[src/rtl/fifo_wr_arbiter.sv]
// -----------------------------------------------------------------------------
// fifo_wr_arbiter
//
// Round-robin write-side scheduler that shares one FIFO write port among
// NUM_REQ requesters. A requester is granted the port for one burst. The burst
// ends on its last beat, or after MAX_BURST beats so that no requester can
// starve the others. Each arbitration costs one idle bubble cycle. Writes stall
// while the FIFO reports full. The block runs entirely in the FIFO write clock
// domain.
//
// Parameters
//   NUM_REQ    number of requesters (2..8)
//   DATA_W     beat width, equal to the FIFO data width
//   MAX_BURST  maximum beats per grant before forced rotation (1..255)
//
// Ports
//   i_wr_clk       FIFO write clock; all state changes on the rising edge
//   i_rst          asynchronous, active-high reset
//   i_req_valid    per-requester beat valid
//   i_req_last     per-requester end-of-packet flag, qualified by i_req_valid
//   i_req_data     packed beat data; requester i is [i*DATA_W +: DATA_W]
//   o_req_ack      one-hot: beat accepted this cycle
//   o_gnt          one-hot current owner (registered)
//   o_busy         high while a burst is granted (registered)
//   i_fifo_full    FIFO full flag
//   o_fifo_wr_en   FIFO write enable, always gated by ~i_fifo_full
//   o_fifo_d_in    FIFO write data (owner's slice, zero when no owner)
// -----------------------------------------------------------------------------
module fifo_wr_arbiter #(
    parameter int NUM_REQ   = 4,
    parameter int DATA_W    = 8,
    parameter int MAX_BURST = 8
) (
    input  logic                      i_wr_clk,
    input  logic                      i_rst,
    input  logic [NUM_REQ-1:0]        i_req_valid,
    input  logic [NUM_REQ-1:0]        i_req_last,
    input  logic [NUM_REQ*DATA_W-1:0] i_req_data,
    output logic [NUM_REQ-1:0]        o_req_ack,
    output logic [NUM_REQ-1:0]        o_gnt,
    output logic                      o_busy,
    input  logic                      i_fifo_full,
    output logic                      o_fifo_wr_en,
    output logic [DATA_W-1:0]         o_fifo_d_in
);

    localparam int PTR_W = (NUM_REQ > 1) ? $clog2(NUM_REQ) : 1;
    localparam int CNT_W = $clog2(MAX_BURST) + 1;

    // Counter value of the final beat a single grant may carry.
    localparam logic [CNT_W-1:0] CNT_LAST = CNT_W'(MAX_BURST - 1);
    localparam logic [PTR_W-1:0] PTR_TOP  = PTR_W'(NUM_REQ - 1);

    typedef enum logic [0:0] {
        ST_IDLE = 1'b0,
        ST_XFER = 1'b1
    } state_t;

    state_t             r_state;
    logic [NUM_REQ-1:0] r_gnt;
    logic [PTR_W-1:0]   r_own_idx;
    logic [PTR_W-1:0]   r_rr_ptr;
    logic [CNT_W-1:0]   r_beat_cnt;
    logic               r_busy;

    logic               w_own_valid;
    logic               w_own_last;
    logic [DATA_W-1:0]  w_own_data;
    logic               w_beat;
    logic               w_burst_end;
    logic [PTR_W-1:0]   w_win_idx;
    logic [PTR_W-1:0]   w_next_ptr;

    // First requester with valid set, searching upward from ptr and wrapping.
    // The loop runs from the farthest candidate down to ptr itself, so the
    // nearest valid candidate is the last one written and wins.
    function automatic logic [PTR_W-1:0] rr_pick(
        input logic [NUM_REQ-1:0] valid,
        input logic [PTR_W-1:0]   ptr
    );
        logic [PTR_W-1:0] pick;
        int               idx;
        pick = ptr;
        for (int k = NUM_REQ - 1; k >= 0; k--) begin
            idx  = (int'(ptr) + k) % NUM_REQ;
            pick = valid[idx] ? PTR_W'(idx) : pick;
        end
        return pick;
    endfunction

    // One-hot vector with bit idx set.
    function automatic logic [NUM_REQ-1:0] to_onehot(input logic [PTR_W-1:0] idx);
        return {{(NUM_REQ-1){1'b0}}, 1'b1} << idx;
    endfunction

    // AND-OR mux of the owner's request fields. All zero when no grant is held,
    // which also forces the write data to zero outside a burst.
    always_comb begin
        w_own_valid = 1'b0;
        w_own_last  = 1'b0;
        w_own_data  = {DATA_W{1'b0}};
        for (int i = 0; i < NUM_REQ; i++) begin
            w_own_valid = w_own_valid | (r_gnt[i] & i_req_valid[i]);
            w_own_last  = w_own_last  | (r_gnt[i] & i_req_last[i]);
            w_own_data  = w_own_data  | ({DATA_W{r_gnt[i]}} & i_req_data[i*DATA_W +: DATA_W]);
        end
    end

    // A beat moves only while a grant is held, the owner is valid and the FIFO
    // has room. The grant is nonzero only in XFER, so no separate state term.
    assign w_beat      = w_own_valid & ~i_fifo_full;
    assign w_burst_end = w_beat & (w_own_last | (r_beat_cnt == CNT_LAST));
    assign w_win_idx   = rr_pick(i_req_valid, r_rr_ptr);
    assign w_next_ptr  = (r_own_idx == PTR_TOP) ? {PTR_W{1'b0}} : (r_own_idx + PTR_W'(1));

    assign o_req_ack    = r_gnt & {NUM_REQ{w_beat}};
    assign o_fifo_wr_en = w_beat;
    assign o_fifo_d_in  = w_own_data;
    assign o_gnt        = r_gnt;
    assign o_busy       = r_busy;

    // Arbitration / burst FSM with registered grant, pointer, counter and busy.
    always_ff @(posedge i_wr_clk or posedge i_rst) begin
        if (i_rst) begin
            r_state    <= ST_IDLE;
            r_gnt      <= {NUM_REQ{1'b0}};
            r_own_idx  <= {PTR_W{1'b0}};
            r_rr_ptr   <= {PTR_W{1'b0}};
            r_beat_cnt <= {CNT_W{1'b0}};
            r_busy     <= 1'b0;
        end else begin
            case (r_state)
                ST_IDLE: begin
                    if (|i_req_valid) begin
                        r_gnt      <= to_onehot(w_win_idx);
                        r_own_idx  <= w_win_idx;
                        r_beat_cnt <= {CNT_W{1'b0}};
                        r_busy     <= 1'b1;
                        r_state    <= ST_XFER;
                    end else begin
                        r_gnt      <= {NUM_REQ{1'b0}};
                        r_busy     <= 1'b0;
                        r_state    <= ST_IDLE;
                    end
                end
                ST_XFER: begin
                    if (w_burst_end) begin
                        // Owner drops to lowest priority for the next round.
                        r_gnt      <= {NUM_REQ{1'b0}};
                        r_rr_ptr   <= w_next_ptr;
                        r_beat_cnt <= r_beat_cnt + CNT_W'(1);
                        r_busy     <= 1'b0;
                        r_state    <= ST_IDLE;
                    end else if (w_beat) begin
                        r_beat_cnt <= r_beat_cnt + CNT_W'(1);
                    end else begin
                        // FIFO full or owner not valid: hold the grant and count.
                        r_beat_cnt <= r_beat_cnt;
                    end
                end
                default: begin
                    r_state    <= ST_IDLE;
                    r_gnt      <= {NUM_REQ{1'b0}};
                    r_beat_cnt <= {CNT_W{1'b0}};
                    r_busy     <= 1'b0;
                end
            endcase
        end
    end

endmodule

[config.mk]
export PLATFORM = sky130hd
export DESIGN_NAME = fifo_wr_arbiter
export DESIGN_NICKNAME = d
export VERILOG_FILES = /design/src/rtl/fifo_wr_arbiter.sv
export SDC_FILE = /design/constraint.sdc
export NUM_CORES = 1
export LEC_CHECK = 0
export CAP_MARGIN = 25
export CORE_MARGIN = 2
export CORE_UTILIZATION = 36
export CTS_CLUSTER_SIZE = 10
export DETAILED_ROUTE_END_ITERATION = 8
export GPL_ROUTABILITY_DRIVEN = 1
export MAX_ROUTING_LAYER = met4
export PLACE_DENSITY = 0.8
export SETUP_SLACK_MARGIN = 0.05
export SLEW_MARGIN = 10
export SYNTH_ARGS = -nofsm -noshare
export SYNTH_HDL_FRONTEND = slang
export SYNTH_SLANG_ARGS = --single-unit
export TNS_END_PERCENT = 50
[constraint.sdc]
create_clock -name i_wr_clk -period 1.9 [get_ports i_wr_clk]
set_input_delay 0.285 -clock i_wr_clk [delete_from_list [all_inputs] [get_ports i_wr_clk]]
set_output_delay 0.285 -clock i_wr_clk [all_outputs]
set_load 0.005 [all_outputs]
# After elaboration in Yosys (flattened, before gate mapping)
# Cells that the tools add are included.
# op_classes
n_addsub	5
n_mul	0
n_div	0
order_cmp	4
n_eq_ne	5
shift	1
mux	28
bitwise	30
n_reduce_logical	7
# op_table
cell	n
8-bit AND	4
8-bit bitwise OR	3
4-bit two-way mux	5
4-bit case mux with 2 select lines	2
3-bit by 4-bit less-than comparator with 1-bit output (second input constant)	3
1-bit AND	10
1-bit two-way mux	10
2-bit two-way mux	5
1-bit binary-select mux with 2-bit select	4
1-bit bitwise OR	7
2-bit AND reduction	3
2-bit OR reduction	3
2-bit by 1-bit adder with 2-bit output (second input constant)	2
2-bit adder (second input constant)	2
4-bit by 1-bit adder with 4-bit output (second input constant)	1
4-bit AND	1
4-bit by 3-bit == test with 1-bit output (second input constant)	1
1-bit case mux with 2 select lines	2
4-bit OR reduction	1
1-bit by 2-bit << shifter with 4-bit output (first input constant)	1
1-bit AND (first input constant)	3
2-bit by 3-bit less-than comparator with 1-bit output (second input constant)	1
3-bit by 1-bit inequality test with 1-bit output (second input constant)	1
2-bit == test (second input constant)	1
other kinds (3)	4
# totals
regBits	14
latchBits	0
ram_bits	0
mem_bits_ro	0
inputBits	43
wordCells	86
memories	0

# Longest topological paths before layout
# Gate-level depths: netlist (run 1).
# depth
word_depth	13
ltp_mapped	5

# Least setup slack after synthesis (run 1)
# OpenSTA, ideal clock, no wires.
# synth_path
path_type	register to register
startpoint	register r_rr_ptr[1]
endpoint	register r_gnt[3], in the netlist o_gnt[3]
setup_time_ns	0.122
arrival_time_ns	1.307
slack_ns	0.471
stages_incl_launch_ff	5
period_less_slack_ns	1.429
cell_sequence	dfrtp_1 or3_2 o21ai_0 o31ai_1 a32o_1
# synth_between
elab_chain_len	11
# synth_lines
item	line_no	rtl
start: declaration	62	logic [PTR_W-1:0] r_rr_ptr;
start signal: assignment	128	r_rr_ptr <= {PTR_W{1'b0}};
start signal: assignment	150	r_rr_ptr <= w_next_ptr;
2-bit adder	85	idx = (int'(ptr) + k) % NUM_REQ;
1-bit binary-select mux with 2-bit select	86	pick = valid[idx] ? PTR_W'(idx) : pick;
1-bit two-way mux (not written as such) (2 in series)	86	
2-bit two-way mux (3 in series)	86	
2-bit two-way mux (*)	86	
1-bit by 2-bit << shifter with 4-bit output (*)	93	return {{(NUM_REQ-1){1'b0}}, 1'b1} << idx;
4-bit two-way mux (*)	134	if (|i_req_valid) begin
4-bit case mux with 2 select lines (*)	132	case (r_state)
end signal: assignment	135	r_gnt <= to_onehot(w_win_idx);
end signal: assignment	141	r_gnt <= {NUM_REQ{1'b0}};
end signal: assignment	149	r_gnt <= {NUM_REQ{1'b0}};
end: declaration	60	logic [NUM_REQ-1:0] r_gnt;
# Mark *: on every way between the ends. The rest lies on a longest branch, timed or not. The select of a mux whose other input is x is not followed.
# A chain may end at the register's enable or synchronous reset.

# Final worst setup path (run 1)
# layout_path
startpoint	register r_gnt[0], in the netlist o_gnt[0]
endpoint	output o_req_ack[1]
# layout_between
elab_chain_len	6
# layout_lines
item	line_no	rtl
start signal: assignment	126	r_gnt <= {NUM_REQ{1'b0}};
start signal: assignment	135	
start signal: assignment	141	
1-bit AND	103	w_own_valid = w_own_valid | (r_gnt[i] & i_req_valid[i]);
1-bit bitwise OR (3 in series)	103	
1-bit AND	111	assign w_beat = w_own_valid & ~i_fifo_full;
4-bit AND	116	assign o_req_ack = r_gnt & {NUM_REQ{w_beat}};
end: declaration	39	output logic [NUM_REQ-1:0] o_req_ack,
# Every way passes these cells.

==> results.cfg, run 1 <==
[flow_run]
cap_violations = 0

[floorplan]
start_util = 0.382
dieArea_um2 = 3080
coreArea_um2 = 2500
fp.dieW_um = 55.5
num_rows = 18
die_h_um = 55.5
io_pins = 61

[drt]
ant_nets = 0
met1Wirelength_um = 1430
drcViolationCount = 0
dr.pass1.iters = 4
wl_met3_um = 255
via_count = 1159
routedWlPerCell_um = 15.9
vias_per_cell = 5.55
drt-initial-drc-count = 47
highest-signal-layer = met4
wl_met2_um = 1620
drt-total-wl_um = 3330

[clocking]
cts_tree = built
clock_latency_ns = 0.28
cts.sinks = 14
path_clk_slew_ns = 0.08
ctsHoldBuffers = 0
cts_buffer_depth = 2
htreeDepth = 1
cts_made_buffers = 3
cts_root_buffer = clkbuf_4

[grt]
grtUsageTotal = 0.238
first_global_vias = 1168
overflow = 0
grt_first_pass_wirelength_um = 5630
antenna_found_initial = 0
grt_max_degree = 15

[logic_synthesis]
synth_edf_count = 0
synth.yosys.seq_area_share = 0.367
ys_ff_latch = 14
synthesis.nets = 149
synth_async_sr_flop_share = 1.00
avgSynthCellArea_um2 = 9.18
synth.most_common_cell = a22oi_1
ys_types = 31
synth_top_area_frac = 0.367
synthCells = 104
syn_area_um2 = 955
synth_area_leader_cell = dfrtp_1
synth.area.top_cells = dfrtp_1 37%, a22oi_1 15%, nand2_1 4.3%
yosys-top-cells-count = 19 x a22oi_1, 14 x dfrtp_1, 11 x nand2_1
synth-main-ff-cell = dfrtp_1
yosys_warnings = 0

[worst_hold_path]
hp-class = primary input to asynchronous set/reset pin

[power_and_ir_drop]
internal-power_mw = 1.30
power_frac_comb = 0.664
seqPwrFrac = 0.256
ir_drop_mv = 0.828
p_leak_nw = 0.916
netSwitchingFraction = 0.381
clockPowerShare = 0.080
p_switching_uw = 799
p_per_area_nw_per_um2 = 1160

[status]
status = finished, final reports clean

[setup_path]
endpoint_kind = output port
crit_required_ns = 1.62
crit_fanout = 3
arrival_ns = 1.51
slowest_delay_ns = 0.41
worstSetupPathType = register to output port
start_kind = register
critPathSlowestCell = dfrtp_1
worstPathCellList = a22oi_2 > a21oi_2 > buf_4 > and2_1 > clkdlybuf4s15_1

[timing]
fin_crit_ns = 1.80
final.setup.worst_slack_ns = 0.104
final_hold_viol_count = 0
rsz0062_at_grt = no
setup_viol_count_final = 0
timing.fmax_ghz = 0.557
skew_ns = 0.000761
drv_slew = 0
worstMarginPinSlew_ns = 0.515
finalCritPeriodShare = 0.945
maxSlewHeadroom = 0.656

[finish]
fin_nets = 226
antenna_cells = 0
areaGrowthSynthToFinish_pct = 89.3
final_util = 0.723
drive_gt1_frac = 0.207

[place]
portBuffers = 60
gp_congestion = 0.847
place_ws_ns = -0.174
dp_hpwl_um = 2540
==> logic make-up (layout without fill, tap and decap cells) <==
logic type / Yosys count / in the layout / synth area share
mux: 4 / 4 / 0.0459
flops: 14 / 14 / 0.367
buf+inv: 8 / 83 / 0.0315
compound gates: 42 / 42 / 0.343
fa+ha+maj: 2 / 2 / 0.0262
simple gates: 34 / 34 / 0.186
==> final timing paths <==
kind	from	to	slack, ns	cells past startpoint
setup reg to reg	o_gnt[0]$_DFFE_PP0P_	r_rr_ptr[0]$_DFFE_PP0P_	0.16	7
min in group i_wr_clk	o_busy$_DFFE_PP0P_	o_busy$_DFFE_PP0P_	0.50	1
hold reg to reg	o_busy$_DFFE_PP0P_	o_busy$_DFFE_PP0P_	0.50	1
hold / removal	i_rst	r_rr_ptr[0]$_DFFE_PP0P_	0.33	2
max in group asynchronous	i_rst	o_gnt[2]$_DFFE_PP0P_	1.23	2
setup / recovery	o_gnt[0]$_DFFE_PP0P_	o_req_ack[1]	0.10	5
==> per-layer routing <==
layer | GRT usage | vias up
met1 | 0.286 | 534
li1 | - | 556
met5 | - | -
met2 | 0.403 | 67
met3 | 0.0375 | 2
met4 | 0.0836 | 0
==> state kept, by name, indices dropped and copies added (netlist names) <==
name	cells
o_gnt	4
r_rr_ptr	2
r_own_idx	2
r_state	1
o_busy	1
r_beat_cnt	4
==> worst max-delay path, delay by kind of cell (launching register included) <==
family                 cells  cell delay [ns]
and+or+nand+nor            1             0.14
AOI/OAI and AO/OA          2             0.33
buffers and inverters      2             0.36
DFF                        1             0.41
==> layout make-up <==
| type | instances | area [um2] |
|---|---|---|
| multi-input cells | 82 | 614 |
| clock buffers | 3 | 22.5 |
| fillers | 187 | 693 |
| flip-flops and latches | 14 | 350 |
| inverters | 3 | 11.3 |
| well taps | 30 | 37.5 |
| repair buffers | 77 | 771 |
==> power groups by stage <==
stage	Clock (mW)	Sequential [mW]	Combinational, mW
4_1_cts	0.170	0.533	1.38
3_5_place_dp	0	0.533	1.35
3_3_place_gp	0	0.525	1.31
6_report	0.169	0.536	1.39
2_1_floorplan	0	0.524	0.627
5_1_grt	0.192	0.554	1.51
==> placed cells by master, fill, tap and decap left out, types with 4 or more instances in the layout <==
master and instances:
a32o_1 4, buf_4 13, dlymetal6s2s_1 12, a22oi_2 9
buf_6 4, nor2_1 4, o21ai_0 4, nand3_1 4
a21oi_1 4, dfrtp_1 14, and2_1 4, clkdlybuf4s50_1 43
a22oi_1 11, nand2_1 11
==> stage by stage <==
stage | cells | instance area [um2] | total power, mW | TNS [ns] | hold WS, ns
4_1_cts | 208 | 1730 | 2.08 | -0.122 | 0.344
5_1_grt | 209 | 1810 | 2.25 | 0 | 0.367
2_1_floorplan | 104 | 955 | 1.15 | 0 | 0.174
3_3_place_gp | 204 | 1690 | 1.83 | -0.692 | 0.469
6_report | 209 | 1810 | 2.10 | 0 | 0.326
3_5_place_dp | 204 | 1690 | 1.88 | -0.980 | 0.494
==> what timing repair did <==
item	CTS	global route
buffers inserted	1	1
pin swaps	4	3
gates resized for setup	10	22
endpoints found under the setup margin	8	11
Power figures use the tool's default switching activity.
==> run 2, diff against run 1 <==
- GPL_TIMING_DRIVEN: unset -> 0
==> results.cfg, run 2 (synthesized netlist as in run 1, its figures left out) <==
[grt]
overflow = 0
antenna_found_initial = 0
first_global_vias = 1167
grtUsageTotal = 0.237
grt_first_pass_wirelength_um = 5620
grt_max_degree = 15

[setup_path]
worstPathCellList = a22oi_2 > a21oi_4 > and2_1 > dlygate4sd2_1
worstSetupPathType = register to output port
start_kind = register
endpoint_kind = output port
slowest_delay_ns = 0.41
reg2reg_depth = 6
r2r-end = o_gnt[2]$_DFFE_PP0P_
crit_required_ns = 1.62
r2r-start = o_gnt[3]$_DFFE_PP0P_
reg2reg_setup_slack_ns = 0.19
crit_family = flip-flops
worst-path-buf-inv = 1
critPathSlowestCell = dfrtp_1
crit_fanout = 4
arrival_ns = 1.53

[finish]
drive_gt1_frac = 0.190
final_util = 0.701
antenna_cells = 0
ff_latch_area_um2 = 350
layout_common_cells = 43 x clkdlybuf4s50_1, 16 x a22oi_1, 15 x dlygate4sd2_1
areaGrowthSynthToFinish_pct = 83.5
final_area_um2 = 1750
fin_nets = 225
fill_cells = 191
final_common_cell = clkdlybuf4s50_1
multi_input_area_um2 = 599
layout.cells.non_filler = 209

[clocking]
clock_latency_ns = 0.30
cts_root_buffer = clkbuf_4
cts_buffer_depth = 2
cts_tree = built
ctsHoldBuffers = 0
cts.sinks = 14
cts_made_buffers = 3
path_clk_slew_ns = 0.09
htreeDepth = 1

[place]
gp_congestion = 0.873
place_ws_ns = -0.438
portBuffers = 60
dpl-instance-area_um2 = 1590
dp_cells = 194
dp_hpwl_um = 2460

[worst_hold_path]
hp-class = primary input to asynchronous set/reset pin

[timing]
maxSlewHeadroom = 0.635
skew_ns = 0.00458
tns_ns = 0
final.setup.worst_slack_ns = 0.0843
whs_ns = 0.328
rsz0062_at_grt = yes
finalCritPeriodShare = 0.956
fin_crit_ns = 1.82
worstMarginPinSlew_ns = 0.547
setup_viol_count_final = 0
final_hold_viol_count = 0
timing.fmax_ghz = 0.551
drv_slew = 0

[power_and_ir_drop]
p_leak_nw = 0.806
p_per_area_nw_per_um2 = 1230
total_power_mw = 2.15
ir_drop_mv = 0.980

[floorplan]
fp.dieW_um = 55.5
io_pins = 61
num_rows = 18
dieArea_um2 = 3080
coreArea_um2 = 2500
die_h_um = 55.5
start_util = 0.382

[drt]
ant_nets = 0
via_count = 1200
vias_per_cell = 5.74
drt-total-wl_um = 3490
drcViolationCount = 0
routedWlPerCell_um = 16.7
dr.pass1.iters = 4
drt-initial-drc-count = 33

[status]
status = finished, final reports clean

[flow_run]
cap_violations = 0
## run 2: cell types whose count changed in the layout (fill, tap and decap cells not counted), sizes merged
cell           before  now
buf                17   11
clkbuf              3   11
clkdlybuf4s15       3    0
dlymetal6s2s       12    0
dlygate4sd2         2   15
## run 2: worst max path at each step
| stage | start | endpoint | slack, ns | cells after the start |
|---|---|---|---|---|
| 3_5_place_dp | i_req_valid[3] | o_req_ack[2] | -0.44 | 5 |
| 4_1_cts | o_gnt[0]$_DFFE_PP0P_ | o_req_ack[1] | 0.05 | 5 |
| 2_1_floorplan | r_rr_ptr[1]$_DFFE_PP0P_ | o_gnt[3]$_DFFE_PP0P_ | 0.47 | 4 |
| 5_1_grt | o_gnt[3]$_DFFE_PP0P_ | o_fifo_d_in[5] | 0.03 | 5 |
| 3_3_place_gp | i_req_valid[3] | o_req_ack[2] | -0.40 | 5 |
| 6_report | o_gnt[3]$_DFFE_PP0P_ | o_req_ack[3] | 0.08 | 4 |
## run 2: area by class of cell
cell class | instances | area share
plain buffers | 5 | 0.0336
clock buffers | 4 | 0.0207
inverters | 3 | 0.00643
multi-input cells | 82 | 0.342
flip-flops and latches | 14 | 0.200
well taps | 30 | 0.0214
repair buffers | 71 | 0.376
## run 2: per-layer routing
metal,track usage,vias up,part of all wire
li1,-,553,-
met1,0.288,573,0.41
met2,0.401,68,0.50
met3,0.0398,6,0.069
met4,0.0697,0,0.017
met5,-,-,0
## run 2: power breakdown
part / leakage (nW) / switching (mW) / internal [mW]
clock: 0.0210 / 0.111 / 0.117
sequential: 0.176 / 0.130 / 0.421
combinational: 0.608 / 0.596 / 0.778
## run 2: what timing repair did
action,CTS,global route
buffers inserted,8,3
setup endpoints to repair,13,4
resized for setup,37,2
pin swaps,4,3
